[src/rtl/adc_accumulator.sv]
// rtl/adc_accumulator.sv - block accumulator for signed ADC samples with a captured result register
// Sums N = 2^N_LOG2 valid samples, then holds the sum and counts discarded samples until restarted.
module adc_accumulator #(
  parameter int DATA_W = 14,
  parameter int N_LOG2 = 10,
  parameter int ACC_W  = 32
) (
  input  logic                     adc_clk,
  input  logic                     RST,
  input  logic signed [DATA_W-1:0] adc_data,
  input  logic                     adc_valid,
  input  logic                     ADC_RST,
  input  logic                     REG_WRITE,
  input  logic                     REG_RST,
  output logic                     done,
  output logic signed [ACC_W-1:0]  result,
  output logic                     result_valid,
  output logic [15:0]              dropped
);

  localparam logic [0:0] ACCUM = 1'b0;
  localparam logic [0:0] HOLD  = 1'b1;
  localparam logic [N_LOG2:0] LAST = (N_LOG2+1)'((1 << N_LOG2) - 1);

  logic [0:0]              state;
  logic signed [ACC_W-1:0] acc;
  logic [N_LOG2:0]         count;
  logic signed [ACC_W-1:0] sample_ext;

  assign sample_ext = {{(ACC_W-DATA_W){adc_data[DATA_W-1]}}, adc_data};
  // done comes straight from the state flop, so it has no combinational path from adc_valid
  assign done = (state == HOLD);

  always_ff @(posedge adc_clk or posedge RST) begin
    if (RST) begin
      state <= ACCUM;
      acc   <= '0;
      count <= '0;
    end else if (ADC_RST) begin
      state <= ACCUM;
      acc   <= '0;
      count <= '0;
    end else if (state == ACCUM && adc_valid) begin
      acc   <= acc + sample_ext;
      count <= count + 1'b1;
      if (count == LAST) begin
        state <= HOLD;
      end
    end
  end

  // Result capture sees the pre-edge acc, so a simultaneous ADC_RST still captures the full block
  always_ff @(posedge adc_clk or posedge RST) begin
    if (RST) begin
      result       <= '0;
      result_valid <= 1'b0;
      dropped      <= '0;
    end else if (REG_RST) begin
      result       <= '0;
      result_valid <= 1'b0;
      dropped      <= '0;
    end else begin
      if (REG_WRITE) begin
        result       <= acc;
        result_valid <= 1'b1;
      end
      if (state == HOLD && adc_valid && !ADC_RST && dropped != 16'hFFFF) begin
        dropped <= dropped + 16'd1;
      end
    end
  end

endmodule
[config.mk]
export PLATFORM = sky130hd
export DESIGN_NAME = adc_accumulator
export DESIGN_NICKNAME = d
export VERILOG_FILES = /design/src/rtl/adc_accumulator.sv
export SDC_FILE = /design/constraint.sdc
export NUM_CORES = 1
export LEC_CHECK = 0
export BUFFER_PORTS_ARGS = -buffer_cell sky130_fd_sc_hd__buf_4
export CAP_MARGIN = 20
export CORE_UTILIZATION = 40
export DETAILED_ROUTE_END_ITERATION = 8
export GPL_TIMING_DRIVEN = 0
export RECOVER_POWER = 100
export SYNTH_ARGS = -nofsm -noshare
export SYNTH_HDL_FRONTEND = slang
export SYNTH_SLANG_ARGS = --single-unit
[constraint.sdc]
create_clock -name adc_clk -period 3.1 [get_ports adc_clk]
set_input_delay 0.31 -clock adc_clk [delete_from_list [all_inputs] [get_ports adc_clk]]
set_output_delay 0.31 -clock adc_clk [all_outputs]
set_load 0.005 [all_outputs]
Yosys cells after proc, flatten, opt, wreduce, memory -nomap -nowiden
Index checks and enable logic that the tools add are counted.
W data, S select, Z words.
{"block": "totals", "reg_bits": 93, "in_bits": 20, "output_inout_bits": 50}
{"block": "op_classes", "add_sub_neg": 3, "n_eq_ne": 2, "n_mux": 13, "n_bitwise": 1, "n_reduce_logical": 10}
{"cell": "$mux W32", "n": 4}
{"cell": "$add A32 B14 Y32", "n": 1}
{"cell": "$mux W16", "n": 2}
{"cell": "$mux W11", "n": 2}
{"cell": "$add A16 B1 Y16 const B", "n": 1}
{"cell": "$ne A16 B16 Y1 const B", "n": 1}
{"cell": "$add A11 B1 Y11 const B", "n": 1}
{"cell": "$eq A11 B10 Y1 const B", "n": 1}
{"cell": "$reduce_bool A2 Y1", "n": 4}
{"cell": "$mux W1", "n": 5}
{"cell": "$logic_and A1 B1 Y1", "n": 4}
{"cell": "$reduce_and A2 Y1", "n": 1}
{"cell": "$logic_not A1 Y1", "n": 1}
{"cell": "$not A1 Y1", "n": 1}

Logic depth before layout (Yosys ltp)
{"block": "logic_depth", "depth_word": 5, "mapped_depth": 11}

Worst setup path after synthesis
Ideal clock, no wire load.
{"block": "synth_timing", "path_kind": "reg2reg", "start": "reg acc[0]", "end": "reg acc[30]", "setup_time_ns": 0.135, "arrival_ns": 2.422, "slack_ns": 0.543, "stages_incl_launch_ff": 12, "path_buffers": 0, "path_cell_list": "dfrtp_1 ha_1 inv_1 fa_1 and2b_1 o211ai_1 a311o_1 a21oi_2 o21ai_1 a211oi_1 mux2i_1 o21ai_0"}
{"block": "synth_via", "elab_chain_len": 3}
{"item": "start: declaration", "line_no": "26", "text": "logic signed [ACC_W-1:0] acc;"}
{"item": "start signal: assignment", "line_no": "44", "text": "acc <= acc + sample_ext;"}
{"item": "$add A32 B14 Y32", "line_no": "44"}
{"item": "$mux W32", "line_no": "43", "text": "end else if (state == ACCUM && adc_valid) begin"}
{"item": "$mux W32", "line_no": "39", "text": "end else if (ADC_RST) begin"}
No other way between the ends. The select of a mux whose other input is x is not followed.
A chain may end at the register's enable or synchronous reset.

Final worst setup path
Same ends and word-level chain as after synthesis.

==> results.tsv <==
metric	value	unit
ys_seq_area_share	41.2	%
cts_tree	done	
required	3.33	ns
fp.dieArea	14600	sq um
ys_types	55	
slew_headroom	-42.2	%
min_period	2.88	ns
cap_violations	1	
ys_seq_elements	93	
arrival	3.11	ns
synthArstFlopShare	100	%
syn_area	5650	sq um
cts_max_level	3	
yosysMostFrequentCell	dfrtp_1	
area_delta_synth_final	17.7	%
dp_hpwl	10.4	mm
path_class	reg -> reg	
synth_top_area_share	41.2	%
synth_nets	682	
grt_pass1_vias	4785	
cts-root-buf	clkbuf_16	
finClkSkew	0.00901	ns
clock.fmax	0.347	GHz
status	finished with violations	
drc_errors	0	
synth_top_cells_by_count	93 x dfrtp_1, 88 x nor2_1, 68 x nand2_1	
leakage	3.20	nW
violations	max-capacitance violations, max-slew violations	
critPathSlowestCell	a311o_1	
die_w	121	microns
worstSetupStartpointType	flop	
sw_frac_of_total	32.5	%
crit_fanout	3	
setup_viol	0	
grt.total_usage	20.6	%
first_iter_violations	266	
clkPwrFrac	33.3	%
start_util	40.9	%
place.gp.congestion	0.884	
tns	0	ns
grt_max_degree	49	
diodes	0	
synthTopCellsByArea	dfrtp_1 41%, ha_1 7.3%, mux2i_1 6.4%	
cts_made_buffers	9	
power.density	511	nW/um^2
pwr-share-seq	40.3	%
fp-row-count	43	
clk_pin_slew_worst_paths	0.07	ns
yosysTopAreaCell	dfrtp_1	
netSwitchingPower	1.10	mW
worst_pin_slew	2.12	ns
vdd_drop_max	0.343	mV
vias	4783	
synth_area_per_cell	9.00	sq um
viasPerCell	5.37	
grt_first_pass_wirelength	23.4	mm
wirelength	14.1	mm
nets	760	
clkSinkCount	93	
slew_violations	49	
holdCritPathClass	in -> reg	
synth-edff-count	0	
yosysWarningCount	0	
r2r_start	acc[0]	
postRouteAntennaNets	0	
fin_cells	891	
core-area	13800	sq um
p_comb_share	26.4	%
clk_latency	0.36	ns
drive_above_1_share	13.4	%
timing.final.crit_share	93.0	%
antenna_found_initial	0	
p_int	2.30	mW
hold_viol	0	
post-place-cells	875	
cts_max_path_buffers	2	
cp-end-kind	flop	
worst_path_largest_cell_delay	0.44	ns
die-height	121	microns
p_total	3.40	mW
wire_per_inst	15.8	microns
portBuffers	66	
syn-instance-count	628	
min-delay-start	REG_RST	
grt-ovfl-total	0	
crit_chain	ha_1, inv_1, fa_1, and2b_1, o211ai_1, a311o_1, a21oi_2, o21ai_1, a211oi_2, mux2i_1, o21ai_0	
synthFlopType	dfrtp_1	
rsz0062_at_grt	false	
utilization	48.1	%
dr.pass1.iters	5	
crit_start	acc[0]	
io_pins	70	
## metal layers
metal	GRT usage, %	up-vias	share of wire [%]
met4	5.86	0	1.0
met5	0	-	0
li1	-	2356	-
met2	33.6	97	48
met1	26.5	2317	46
met3	5.85	13	5.0
## layout make-up
class | instances | area (sq um)
Buffer | 33 | 133
Clock buffer | 9 | 225
Clock inverter | 7 | 73.8
Fill cell | 1348 | 7180
Inverter | 16 | 61.3
Multi-Input combinational cell | 486 | 3130
Sequential cell | 93 | 2330
Tap cell | 180 | 225
Timing Repair Buffer | 67 | 474
## cells by family (layout without fill, tap and decap cells)
group,after synthesis,after routing,share of synthesized area (%)
buf+inv,49,132,3.41
simple gates,228,228,18.5
xor+xnor,45,45,6.98
mux,36,36,6.38
flops,93,93,41.2
fa+ha+maj,34,34,7.66
compound gates,143,143,15.9
## flip-flops by register name, indices dropped and copies added (netlist names)
name and count:
acc 32, count 11, done 1, dropped 16, result 32, result_valid 1
## power by group through the flow
stage                     clock network, mW  logic, mW  registers [mW]
final                                  1.13      0.896            1.37
after global routing                   1.21       1.01            1.38
after CTS                              1.16      0.905            1.37
after detailed placement                  0      0.900            1.39
after global placement                    0      0.878            1.39
after floorplan                           0      0.672            1.38
## what timing repair did
item / in CTS / in global routing
hold buffers: 0 / 0
setup buffers: 0 / 0
resized for setup: 0 / 1
setup endpoints to repair: 0 / 1
endpoints found under the hold margin: 0 / 0
## critical path: cells and delay by family (launching register included)
kind            cells  cell delay [ns]
simple gates        1             0.25
flops               1             0.38
fa+ha+maj           2             0.57
compound gates      6             1.30
mux                 1             0.21
buf+inv             1             0.06
## path summary, 6_finish.rpt
check,end,slack [ns],cells past startpoint
setup reg to reg,acc[30],0.22,11
hold / removal,result[9],0.34,2
hold reg to reg,result_valid,0.50,2
max in group asynchronous,acc[24],0.68,3
setup / recovery,acc[30],0.22,11
min in group asynchronous,dropped[2],0.52,2
## cell usage in the layout (no fill, tap or decap), drive strengths merged, types with 2 or more instances in the layout
master,instances
xor2,27
o21a,3
o21ai,30
a21o,16
clkinv,3
o211ai,3
dfrtp,93
nand3b,3
nor3,5
o221a,2
nand2,68
nand3,16
xnor2,18
nor2b,2
clkbuf,86
a211oi,7
nand4,16
or3,5
ha,33
or2,2
o31ai,2
and4,4
nor3b,2
mux2i,36
buf,23
o21bai,4
nand2b,2
a21boi,3
clkinvlp,2
or4,2
inv,17
nor2,88
o22ai,2
a21oi,62
and3,9
## through the flow
step / hold slack, ns / instance area [sq um] / worst slack, ns
after floorplan: 0.474 / 5650 / 0.370
after CTS: 0.0557 / 6700 / 0.125
after global placement: 0.485 / 6370 / -0.789
after global routing: 0.374 / 6650 / 0.0135
after detailed placement: 0.445 / 6400 / 0.140
final: 0.344 / 6650 / 0.218
(Power assumes the default switching activity.)
